$ cat src/rtl/strip_occupancy_table_pkg.sv
// Shared types and constants for the strip occupancy table.
// Holds geometry, the FSM enum and the strip y-base ROM.
package strip_occupancy_table_pkg;

  localparam int NUM_STRIPS = 12;
  localparam int REGION_W   = 128;
  localparam int CNT_W_DEF  = 8;

  localparam logic [3:0] STRIP_NONE = 4'hF;

  typedef enum logic [1:0] {
    IDLE  = 2'd0,
    ISSUE = 2'd1,
    WAIT  = 2'd2
  } state_t;

  // Strip k has height 4+k; base is sum of the heights below it.
  function automatic logic [7:0] y_base(input logic [3:0] k);
    logic [7:0] y;
    y = 8'd0;
    unique case (k)
      4'd0:  y = 8'd0;
      4'd1:  y = 8'd4;
      4'd2:  y = 8'd9;
      4'd3:  y = 8'd15;
      4'd4:  y = 8'd22;
      4'd5:  y = 8'd30;
      4'd6:  y = 8'd39;
      4'd7:  y = 8'd49;
      4'd8:  y = 8'd60;
      4'd9:  y = 8'd72;
      4'd10: y = 8'd85;
      4'd11: y = 8'd99;
      default: y = 8'd0;
    endcase
    return y;
  endfunction

endpackage

$ cat src/rtl/strip_occupancy_table_if.sv
// Request / candidate / write-back / placement bundle.
// master drives requests and write-backs; slave is the table.
interface strip_occupancy_table_if #(
  parameter int CNT_W = 8
);
  logic             req_valid;
  logic             req_ready;
  logic [3:0]       req_height;
  logic [7:0]       req_width;

  logic             cand_valid;
  logic [3:0]       strip_id_1;
  logic [3:0]       strip_id_2;
  logic [3:0]       strip_id_3;
  logic [7:0]       occupied_width_1;
  logic [7:0]       occupied_width_2;
  logic [7:0]       occupied_width_3;
  logic [7:0]       width_out;

  logic             wb_valid;
  logic [3:0]       wb_strip_id;
  logic [7:0]       wb_old_width;
  logic [7:0]       wb_new_width;
  logic             wb_strike;

  logic             place_valid;
  logic             place_strike;
  logic [7:0]       place_x;
  logic [7:0]       place_y;
  logic [CNT_W-1:0] strike_count;
  logic             proto_err;

  modport master (
    output req_valid, req_height, req_width,
    output wb_valid, wb_strip_id, wb_old_width,
    output wb_new_width, wb_strike,
    input  req_ready, cand_valid,
    input  strip_id_1, strip_id_2, strip_id_3,
    input  occupied_width_1, occupied_width_2,
    input  occupied_width_3, width_out,
    input  place_valid, place_strike,
    input  place_x, place_y,
    input  strike_count, proto_err
  );

  modport slave (
    input  req_valid, req_height, req_width,
    input  wb_valid, wb_strip_id, wb_old_width,
    input  wb_new_width, wb_strike,
    output req_ready, cand_valid,
    output strip_id_1, strip_id_2, strip_id_3,
    output occupied_width_1, occupied_width_2,
    output occupied_width_3, width_out,
    output place_valid, place_strike,
    output place_x, place_y,
    output strike_count, proto_err
  );

endinterface

$ cat src/rtl/strip_occupancy_table_lut.sv
// Combinational height -> three candidate strips (h-4..h-2).
// Ports: height in; id_1..3 (STRIP_NONE if absent), vld_1..3 out.
module strip_candidate_lut
  import strip_occupancy_table_pkg::*;
(
  input  logic [3:0] height,
  output logic [3:0] id_1,
  output logic [3:0] id_2,
  output logic [3:0] id_3,
  output logic       vld_1,
  output logic       vld_2,
  output logic       vld_3
);

  logic       in_rng;
  logic [4:0] i0;
  logic [4:0] i1;
  logic [4:0] i2;

  assign in_rng = height >= 4'd4;
  assign i0     = {1'b0, height} - 5'd4;
  assign i1     = i0 + 5'd1;
  assign i2     = i0 + 5'd2;

  assign vld_1 = in_rng && (i0 < 5'(NUM_STRIPS));
  assign vld_2 = in_rng && (i1 < 5'(NUM_STRIPS));
  assign vld_3 = in_rng && (i2 < 5'(NUM_STRIPS));

  assign id_1 = vld_1 ? i0[3:0] : STRIP_NONE;
  assign id_2 = vld_2 ? i1[3:0] : STRIP_NONE;
  assign id_3 = vld_3 ? i2[3:0] : STRIP_NONE;

endmodule

$ cat src/rtl/strip_occupancy_table.sv
// Per-strip occupancy table: issues candidates, commits write-backs.
// Ports: clk, rst (sync, active-low), bus (slave side of the bundle).
module strip_occupancy_table
  import strip_occupancy_table_pkg::*;
#(
  parameter int CNT_W = CNT_W_DEF
)(
  input  logic                   clk,
  input  logic                   rst,
  strip_occupancy_table_if.slave bus
);

  state_t state;
  state_t state_nx;

  logic [7:0] occ [NUM_STRIPS];

  logic [3:0] c_id_1;
  logic [3:0] c_id_2;
  logic [3:0] c_id_3;
  logic       c_v_1;
  logic       c_v_2;
  logic       c_v_3;

  logic       hs;
  logic       wb_fmt_err;
  logic       wb_commit;
  logic       wb_err;

  logic       ready_d;
  logic       cand_d;
  logic       place_d;

  logic             ready_q;
  logic             cand_q;
  logic [3:0]       id_1_q;
  logic [3:0]       id_2_q;
  logic [3:0]       id_3_q;
  logic [7:0]       ow_1_q;
  logic [7:0]       ow_2_q;
  logic [7:0]       ow_3_q;
  logic [7:0]       wout_q;
  logic             place_q;
  logic             strike_q;
  logic [7:0]       x_q;
  logic [7:0]       y_q;
  logic [CNT_W-1:0] cnt_q;
  logic             err_q;

  strip_candidate_lut u_lut (
    .height (bus.req_height),
    .id_1   (c_id_1),
    .id_2   (c_id_2),
    .id_3   (c_id_3),
    .vld_1  (c_v_1),
    .vld_2  (c_v_2),
    .vld_3  (c_v_3)
  );

  assign hs = bus.req_valid & ready_q;

  // A bad id or width is only meaningful for a real placement.
  assign wb_fmt_err = ~bus.wb_strike &
    ((bus.wb_strip_id >= 4'(NUM_STRIPS)) |
     (bus.wb_new_width > 8'(REGION_W)));

  assign wb_commit = bus.wb_valid & (state == WAIT) & ~wb_fmt_err;
  assign wb_err    = bus.wb_valid & ((state != WAIT) | wb_fmt_err);

  always_ff @(posedge clk) begin
    if (!rst) state <= IDLE;
    else      state <= state_nx;
  end

  always_comb begin
    state_nx = state;
    unique case (state)
      IDLE:    if (hs) state_nx = ISSUE;
      ISSUE:   state_nx = WAIT;
      WAIT:    if (wb_commit) state_nx = IDLE;
      default: state_nx = IDLE;
    endcase
  end

  always_comb begin
    ready_d = (state_nx == IDLE);
    cand_d  = (state_nx == ISSUE);
    place_d = wb_commit;
  end

  always_ff @(posedge clk) begin
    if (!rst) begin
      for (int i = 0; i < NUM_STRIPS; i++) occ[i] <= 8'd0;
      ready_q  <= 1'b1;
      cand_q   <= 1'b0;
      id_1_q   <= 4'd0;
      id_2_q   <= 4'd0;
      id_3_q   <= 4'd0;
      ow_1_q   <= 8'd0;
      ow_2_q   <= 8'd0;
      ow_3_q   <= 8'd0;
      wout_q   <= 8'd0;
      place_q  <= 1'b0;
      strike_q <= 1'b0;
      x_q      <= 8'd0;
      y_q      <= 8'd0;
      cnt_q    <= '0;
      err_q    <= 1'b0;
    end else begin
      ready_q <= ready_d;
      cand_q  <= cand_d;
      place_q <= place_d;
      if (hs) begin
        id_1_q <= c_id_1;
        id_2_q <= c_id_2;
        id_3_q <= c_id_3;
        ow_1_q <= c_v_1 ? occ[c_id_1] : 8'(REGION_W);
        ow_2_q <= c_v_2 ? occ[c_id_2] : 8'(REGION_W);
        ow_3_q <= c_v_3 ? occ[c_id_3] : 8'(REGION_W);
        wout_q <= bus.req_width;
      end
      if (wb_commit) begin
        strike_q <= bus.wb_strike;
        if (bus.wb_strike) begin
          x_q <= 8'd0;
          y_q <= 8'd0;
          if (cnt_q != '1) cnt_q <= cnt_q + 1'b1;
        end else begin
          x_q <= bus.wb_old_width;
          y_q <= y_base(bus.wb_strip_id);
          occ[bus.wb_strip_id] <= bus.wb_new_width;
        end
      end
      if (wb_err) err_q <= 1'b1;
    end
  end

  assign bus.req_ready        = ready_q;
  assign bus.cand_valid       = cand_q;
  assign bus.strip_id_1       = id_1_q;
  assign bus.strip_id_2       = id_2_q;
  assign bus.strip_id_3       = id_3_q;
  assign bus.occupied_width_1 = ow_1_q;
  assign bus.occupied_width_2 = ow_2_q;
  assign bus.occupied_width_3 = ow_3_q;
  assign bus.width_out        = wout_q;
  assign bus.place_valid      = place_q;
  assign bus.place_strike     = strike_q;
  assign bus.place_x          = x_q;
  assign bus.place_y          = y_q;
  assign bus.strike_count     = cnt_q;
  assign bus.proto_err        = err_q;

endmodule

$ cat src/flat_wrapper.sv
// flat-port wrapper written by rule: the top's interface ports become plain ports
module strip_occupancy_table_flat import strip_occupancy_table_pkg::*;
#(
  parameter int CNT_W = CNT_W_DEF
)
  (clk, rst, bus_req_valid, bus_req_height, bus_req_width, bus_wb_valid, bus_wb_strip_id, bus_wb_old_width, bus_wb_new_width, bus_wb_strike, bus_req_ready, bus_cand_valid, bus_strip_id_1, bus_strip_id_2, bus_strip_id_3, bus_occupied_width_1, bus_occupied_width_2, bus_occupied_width_3, bus_width_out, bus_place_valid, bus_place_strike, bus_place_x, bus_place_y, bus_strike_count, bus_proto_err);
  strip_occupancy_table_if #(.CNT_W(CNT_W)) bus_i ();
  input  logic clk;
  input  logic rst;
  input wire logic [$bits(bus_i.req_valid)-1:0] bus_req_valid;
  input wire logic [$bits(bus_i.req_height)-1:0] bus_req_height;
  input wire logic [$bits(bus_i.req_width)-1:0] bus_req_width;
  input wire logic [$bits(bus_i.wb_valid)-1:0] bus_wb_valid;
  input wire logic [$bits(bus_i.wb_strip_id)-1:0] bus_wb_strip_id;
  input wire logic [$bits(bus_i.wb_old_width)-1:0] bus_wb_old_width;
  input wire logic [$bits(bus_i.wb_new_width)-1:0] bus_wb_new_width;
  input wire logic [$bits(bus_i.wb_strike)-1:0] bus_wb_strike;
  output wire logic [$bits(bus_i.req_ready)-1:0] bus_req_ready;
  output wire logic [$bits(bus_i.cand_valid)-1:0] bus_cand_valid;
  output wire logic [$bits(bus_i.strip_id_1)-1:0] bus_strip_id_1;
  output wire logic [$bits(bus_i.strip_id_2)-1:0] bus_strip_id_2;
  output wire logic [$bits(bus_i.strip_id_3)-1:0] bus_strip_id_3;
  output wire logic [$bits(bus_i.occupied_width_1)-1:0] bus_occupied_width_1;
  output wire logic [$bits(bus_i.occupied_width_2)-1:0] bus_occupied_width_2;
  output wire logic [$bits(bus_i.occupied_width_3)-1:0] bus_occupied_width_3;
  output wire logic [$bits(bus_i.width_out)-1:0] bus_width_out;
  output wire logic [$bits(bus_i.place_valid)-1:0] bus_place_valid;
  output wire logic [$bits(bus_i.place_strike)-1:0] bus_place_strike;
  output wire logic [$bits(bus_i.place_x)-1:0] bus_place_x;
  output wire logic [$bits(bus_i.place_y)-1:0] bus_place_y;
  output wire logic [$bits(bus_i.strike_count)-1:0] bus_strike_count;
  output wire logic [$bits(bus_i.proto_err)-1:0] bus_proto_err;
  assign bus_i.req_valid = bus_req_valid;
  assign bus_i.req_height = bus_req_height;
  assign bus_i.req_width = bus_req_width;
  assign bus_i.wb_valid = bus_wb_valid;
  assign bus_i.wb_strip_id = bus_wb_strip_id;
  assign bus_i.wb_old_width = bus_wb_old_width;
  assign bus_i.wb_new_width = bus_wb_new_width;
  assign bus_i.wb_strike = bus_wb_strike;
  assign bus_req_ready = bus_i.req_ready;
  assign bus_cand_valid = bus_i.cand_valid;
  assign bus_strip_id_1 = bus_i.strip_id_1;
  assign bus_strip_id_2 = bus_i.strip_id_2;
  assign bus_strip_id_3 = bus_i.strip_id_3;
  assign bus_occupied_width_1 = bus_i.occupied_width_1;
  assign bus_occupied_width_2 = bus_i.occupied_width_2;
  assign bus_occupied_width_3 = bus_i.occupied_width_3;
  assign bus_width_out = bus_i.width_out;
  assign bus_place_valid = bus_i.place_valid;
  assign bus_place_strike = bus_i.place_strike;
  assign bus_place_x = bus_i.place_x;
  assign bus_place_y = bus_i.place_y;
  assign bus_strike_count = bus_i.strike_count;
  assign bus_proto_err = bus_i.proto_err;
  strip_occupancy_table #(.CNT_W(CNT_W)) u_core (.clk(clk), .rst(rst), .bus(bus_i));
endmodule
$ cat config.mk
export PLATFORM = sky130hd
export DESIGN_NAME = strip_occupancy_table_flat
export DESIGN_NICKNAME = d
export VERILOG_FILES = /design/src/rtl/strip_occupancy_table_pkg.sv /design/src/rtl/strip_occupancy_table_if.sv /design/src/rtl/strip_occupancy_table_lut.sv /design/src/rtl/strip_occupancy_table.sv /design/src/flat_wrapper.sv
export SDC_FILE = /design/constraint.sdc
export NUM_CORES = 1
export LEC_CHECK = 0
export CAP_MARGIN = 20
export CORE_ASPECT_RATIO = 1.25
export CORE_MARGIN = 2
export CORE_UTILIZATION = 52
export CTS_CLUSTER_SIZE = 16
export DETAILED_ROUTE_END_ITERATION = 10
export GPL_TIMING_DRIVEN = 0
export PLACE_DENSITY = 0.85
export SLEW_MARGIN = 30
export SYNTH_ARGS = -nofsm -noshare
export SYNTH_HDL_FRONTEND = slang
export SYNTH_SLANG_ARGS = --single-unit
$ cat constraint.sdc
create_clock -name clk -period 3 [get_ports clk]
set_input_delay 0.45 -clock clk [delete_from_list [all_inputs] [get_ports clk]]
set_output_delay 0.45 -clock clk [all_outputs]
set_load 0.03 [all_outputs]
Word-level counts from Yosys, hierarchy flattened
Memory sizes are Yosys's and may differ from the RTL's. Index checks and enable logic that the tools add are counted. W data, S select, Z words.

Output and inout port bits: 73. Memory bits (writable): 96. Memory bits (read-only): 112. Flip-flop bits (word level): 75. Memories kept: 2. Input port bits: 37.

Reduce and logical (&&, ||, !) cells: 7. Add/subtract/negate cells: 4. Bitwise logic cells: 9. Muxes and demuxes: 19. Order comparisons: 6. Eq/ne operators: 5.

Memory list: (name not given) (depth 16, bits a word 7, rd ports 1, clocked after Yosys merged registers in 0, wr ports 0, line strip_occupancy_table_pkg.sv:21) `unique case (k)`; u_core.occ (depth 12, bits a word 8, rd ports 3, clocked after Yosys merged registers in 0, wr ports 12, line strip_occupancy_table.sv:16) `logic [7:0] occ [NUM_STRIPS];`.

Operator list (count): $mux W8 (6); $mux W4 (4); $lt A5 B4 Y1 const B (3); $add A8 B1 Y8 const B (1); $gt A8 B8 Y1 const B (1); $ne A8 B8 Y1 const B (1); $reduce_or A8 Y1 (1); $mux W1 (6); $pmux W2 S3 (1); $add A5 B1 Y5 const B (1); $add A5 B2 Y5 const B (1); $and A1 B1 Y1 (5); $sub A4 B3 Y5 const B (1); $eq A2 B1 Y1 const B (2); $ge A4 B3 Y1 const B (1); $ge A4 B4 Y1 const B (1); $logic_not A2 Y1 (2); $mux W2 (2); $logic_and A1 B1 Y1 (3); $reduce_and A3 Y1 (1); $eq A2 B2 Y1 const B (1); $ne A2 B2 Y1 const B (1); $not A1 Y1 (2); $or A1 B1 Y1 (2).

Logic depth before layout (Yosys ltp)
Gate-level depths: netlist of run 1.

Depth after elaboration: 10. Gate-level depth with buffers: 14.

By module
From an unflattened synthesis of run 1, not the netlist that was laid out.

Cell total of the unflattened synthesis: 827. Area, all modules: 10353.7 um^2.

Modules (own cells, without submodules): strip_occupancy_table (seq. area each 5325.1 um^2, times used 1, cells an instance 794, area each 10127.2 um^2); strip_candidate_lut (seq. area each 0.0 um^2, times used 1, cells an instance 33, area each 226.5 um^2).

Least setup slack after synthesis of run 1
Ideal clock, no wire load.

Path kind: input to register. From: input port bus_req_height[2]. To: register u_core.ow_3_q[0] (netlist: u_core.bus.occupied_width_3[0]). Setup slack: -0.220 ns. Stages: 10. Buffers on the path: 4. Data required time: 2.912 ns. Arrival time: 3.132 ns. Cell sequence: buf_2 clkbuf_1 buf_2 inv_1 ha_1 buf_4 xnor2_2 a2111oi_0 nand3_1 o31ai_1.

Longest elaborated chain between the ends: 7. Elaborated cells on any way between the ends: 8. Classes of those cells: add/sub (2); order compare (2); mux (2); reduce/logical (1); memory (1).

Ends and longest elaborated chain: from (decl) (line flat_wrapper.sv:11) `input wire logic [$bits(bus_i.req_height)-1:0] bus_req_height;`; $sub A4 B3 Y5 (line strip_occupancy_table_lut.sv:21) `assign i0 = {1'b0, height} - 5'd4;`; $add A5 B2 Y5 (line strip_occupancy_table_lut.sv:23) `assign i2 = i0 + 5'd2;`; $lt A5 B4 Y1 (line strip_occupancy_table_lut.sv:27) `assign vld_3 = in_rng && (i2 < 5'(NUM_STRIPS));`; $logic_and A1 B1 Y1 (line strip_occupancy_table_lut.sv:27); $mux W4 (line strip_occupancy_table_lut.sv:31) `assign id_3 = vld_3 ? i2[3:0] : STRIP_NONE;`; $mem_v2 Z12 W8; $mux W8 * (line strip_occupancy_table.sv:119) `ow_3_q <= c_v_3 ? occ[c_id_3] : 8'(REGION_W);`; to (signal assigned) (line strip_occupancy_table.sv:119); to (decl) (line strip_occupancy_table.sv:41) `logic [7:0] ow_3_q;`.

Mark *: on every way between the ends. The rest lies on a longest branch, timed or not. A chain may end at the register's enable or synchronous reset.

Final worst setup path of run 1
From: input port bus_req_height[0]. To: register u_core.ow_3_q[3] (netlist: u_core.bus.occupied_width_3[3]).

The elaborated chain is that of the path after synthesis.

==> key figures, run 1 <==
Worst setup path
  – Critical path class: primary input to flip-flop
  – Worst Path Max Fanout: 10
  – CP startpoint: bus_req_height[0]
  – Worst Path Arrival: 3390 ps
  – FF-to-FF End: u_core.occ[2][5]
  – Worst r2r path cells: 4
  – CP required: 3390 ps
  – Worst Setup EP: u_core.bus.occupied_width_3[3]
  – CP Capture Type: flip-flop
  – Worst reg2reg setup slack: 550 ps
  – Reg-to-Reg Start: u_core.state[1]
  – Startpoint Class: primary input

Clock tree
  – H-tree levels: 1
  – CTS tree: yes
  – CTS Hold Buffers Added: 0
  – Worst skew pair latency: 520 ps
  – Number of CTS-inserted buffers: 22
  – Clock sinks: 202
  – Clk root buf: clkbuf_16
  – Clk buf depth: 3
  – Reg clk slew, reported paths: 60 ps

Drt
  – Drt wl/cell: 27.1 microns
  – Vias per inst: 6.45
  – Post-route ant nets: 0
  – Vias post-DR: 9,756
  – Pre-Repair DR Iteration Count: 6
  – Post-route DRC: 0
  – Final WL: 40.9 mm
  – Initial DRC Count: 1,284

Yosys
  – Post-synth cell types: 71
  – Leading area contributor after synthesis: edfxtp_1
  – Synth Area in Adders: 1.27%
  – Largest family of logic cells by synthesized area: simple AND/OR/NAND/NOR gates
  – Async SR Flop Fraction: 0%
  – Mapped Cells: 1,031
  – Mux contribution to synthesized area: 11.3%
  – Post-synthesis simple-gate area fraction: 17.0%
  – Compound-Gate Fraction of Synth Area: 16.9%
  – Avg Cell Area, Syn: 10.5 sq um
  – Seq/Total Area, Yosys: 49.0%
  – Area of the mapped netlist: 0.0109 sq mm
  – Synth area leaders: edfxtp_1, dfxtp_1, mux2i_1
  – Post-Synth XOR/XNOR Area: 0.956%
  – Synth Flop Type: edfxtp_1
  – Synth warn: 0
  – EDFF count, synth: 128
  – Share of Yosys cell area claimed by the top area cell type: 35.4%
  – Yosys reg bits: 202

STA
  – Final period util: 100%
  – Final setup margin: -3.36 ps
  – Fmax achieved: 333 MHz
  – Period minus WS final: 3000 ps
  – Hold WS: 334 ps
  – Max-slew violation count: 0
  – RSZ-0062 raised after global routing: no
  – Final hold violation count: 0
  – Setup TNS: -3.36 ps
  – Endpoints failing setup: 1
  – Final Skew: 17.0 ps
  – Max transition margin: 37.0%
  – Worst Tran Pin Value: 944 ps

Finish
  – Most common cell after layout, fill and taps aside: edfxtp_1
  – Final Cell Area: 0.0142 sq mm
  – Most frequent cells in the layout: edfxtp_1, clkdlybuf4s50_1, and2_1
  – Nets: 1,271
  – Share of layout cells above drive strength 1: 18.9%
  – Fin util: 68.7%
  – Synthesis-to-layout area growth: 30.8%
  – # diodes: 0

GRT
  – Pin count of the biggest net entering global routing: 15
  – First-pass GRT wire length: 58.4 mm
  – Grt ovf: 0
  – Initial antenna violation count: 0
  – Number of global-route vias before repair: 9,100
  – Total track usage: 36.2%

Placed design
  – Port bufs: 107
  – Area after DPL: 0.0124 sq mm
  – DP HPWL: 29.3 mm
  – Final weighted congestion in routability-driven placement: 1.05

Min path
  – Hold/Removal Path Class: primary input to flip-flop

Power
  – PwrDens: 553 mW/mm^2
  – Leak: 0.00523 uW
  – Worst vdd ir: 439 uV
  – Final total power: 7850 uW
  – Net Sw Power: 2280 uW
  – Sequential power share: 40.9%
  – Comb power frac: 20.7%
  – Int Power: 5570 uW
  – Switching Fraction: 29.1%
  – Clk pwr share: 38.5%

Floorplan
  – Die height: 166 microns
  – I/O Pins: 110
  – Die Wd: 133 microns
  – Starting Density: 52.5%
  – Core area: 0.0207 sq mm
  – Std cell rows: 59
  – Die area: 0.0221 sq mm

Job
  – Max-Cap Viols: 0

Status
  – Failing checks: negative setup slack
  – Status: finished with violations
==> worst min path at each step <==
stage | end | start | cells after the start
2_1_floorplan | u_core.bus.cand_valid | u_core.state[0] | 1
3_5_place_dp | u_core.bus.occupied_width_1[3] | u_core.bus.occupied_width_1[3] | 1
3_3_place_gp | u_core.bus.occupied_width_1[1] | u_core.bus.occupied_width_1[1] | 1
4_1_cts | u_core.bus.proto_err | bus_wb_valid | 3
6_report | u_core.occ[14][3] | bus_wb_new_width[3] | 1
5_1_grt | u_core.occ[13][3] | bus_wb_new_width[3] | 1
==> timing repair <==
| item | in CTS | in global routing |
|---|---|---|
| setup buffers | 24 | 7 |
| endpoints found under the setup margin | 201 | 80 |
| resized for setup | 136 | 22 |
| pin swaps | 23 | 6 |
| cloned | 1 | 0 |
==> cells in the mapped netlist (all sizes together) (5+ instances only) <==
cell type,count
edfxtp,128
and2,99
nand2,88
dfxtp,74
a21oi,72
nor2,71
mux2i,63
clkbuf,53
o21ai,46
a211oi,39
buf,27
o22ai,22
a221oi,19
mux4,18
mux2,17
nor2b,14
nand2b,12
ha,11
inv,11
a21o,10
a31oi,10
nand3b,10
nor3,10
o221ai,10
o31ai,10
nand3,9
nor4,7
xnor2,7
nand4,5
or3,5
==> critical path: stages <==
cell	delay, ps
clkdlybuf4s50_1	580
buf_2	350
buf_2	370
buf_2	380
clkbuf_4	340
mux2i_1	420
o21ai_0	170
a21oi_2	190
o31ai_2	110
==> sequential cells by signal (all words and copies together), names as in the netlist, 7 cells and up <==
name and flops:
u_core.bus.occupied_width_1 8, u_core.bus.occupied_width_2 8, u_core.bus.occupied_width_3 8, u_core.bus.place_x 8
u_core.bus.place_y 7, u_core.bus.strike_count 8, u_core.bus.width_out 8, u_core.occ 128
==> cell families (layout without fill, tap and decap cells) <==
| family | Yosys count | count (layout) |
|---|---|---|
| simple gates | 342 | 342 |
| compound gates | 275 | 275 |
| flops | 202 | 202 |
| mux | 98 | 98 |
| buf+inv | 91 | 267 |
| fa+ha+maj | 11 | 11 |
| xor+xnor | 11 | 11 |
| other cells | 1 | 33 |
==> final cells by class <==
| class | instances | area (sq um) |
|---|---|---|
| buffer | 76 | 447 |
| clock buffer | 30 | 686 |
| clock inverter | 10 | 129 |
| fill | 1517 | 6470 |
| inverter | 11 | 45.0 |
| multi-input combinational | 770 | 5800 |
| sequential | 202 | 5330 |
| tap | 274 | 343 |
| timing repair buffer | 140 | 1430 |
==> stage by stage <==
stage | setup WS (ps) | instances
2_1_floorplan | 19.5 | 1063
3_3_place_gp | -1930 | 1444
3_5_place_dp | -1810 | 1445
4_1_cts | -64.1 | 1507
5_1_grt | 3.23 | 1513
6_report | -3.36 | 1513
==> power groups by stage <==
| stage | logic (uW) | clock network, uW | registers [uW] |
|---|---|---|---|
| 2_1_floorplan | 717 | 0 | 3350 |
| 3_3_place_gp | 1360 | 0 | 3260 |
| 3_5_place_dp | 1370 | 0 | 3260 |
| 4_1_cts | 1550 | 3010 | 3200 |
| 5_1_grt | 1690 | 3090 | 3220 |
| 6_report | 1620 | 3020 | 3210 |
==> routing by layer <==
| layer | global-route usage [%] | wire (microns) | part of all wire, % |
|---|---|---|---|
| met4 | 22.1 | 2800 | 6.8 |
| met1 | 45.4 | 15000 | 37 |
| met5 | 0 | 0 | 0 |
| met3 | 6.11 | 3930 | 9.6 |
| met2 | 59.1 | 19200 | 47 |
Power figures use the tool's default switching activity.
==> inputs of run 2 (changes only) <==
--- a/config.mk
+++ b/config.mk
@@ -5,7 +5,6 @@
 export SDC_FILE = /design/constraint.sdc
 export NUM_CORES = 1
 export LEC_CHECK = 0
-export CAP_MARGIN = 20
 export CORE_ASPECT_RATIO = 1.25
 export CORE_MARGIN = 2
 export CORE_UTILIZATION = 52
==> results of run 2 <==
The final DEF is identical to that of run 1; final timing and power are the same.
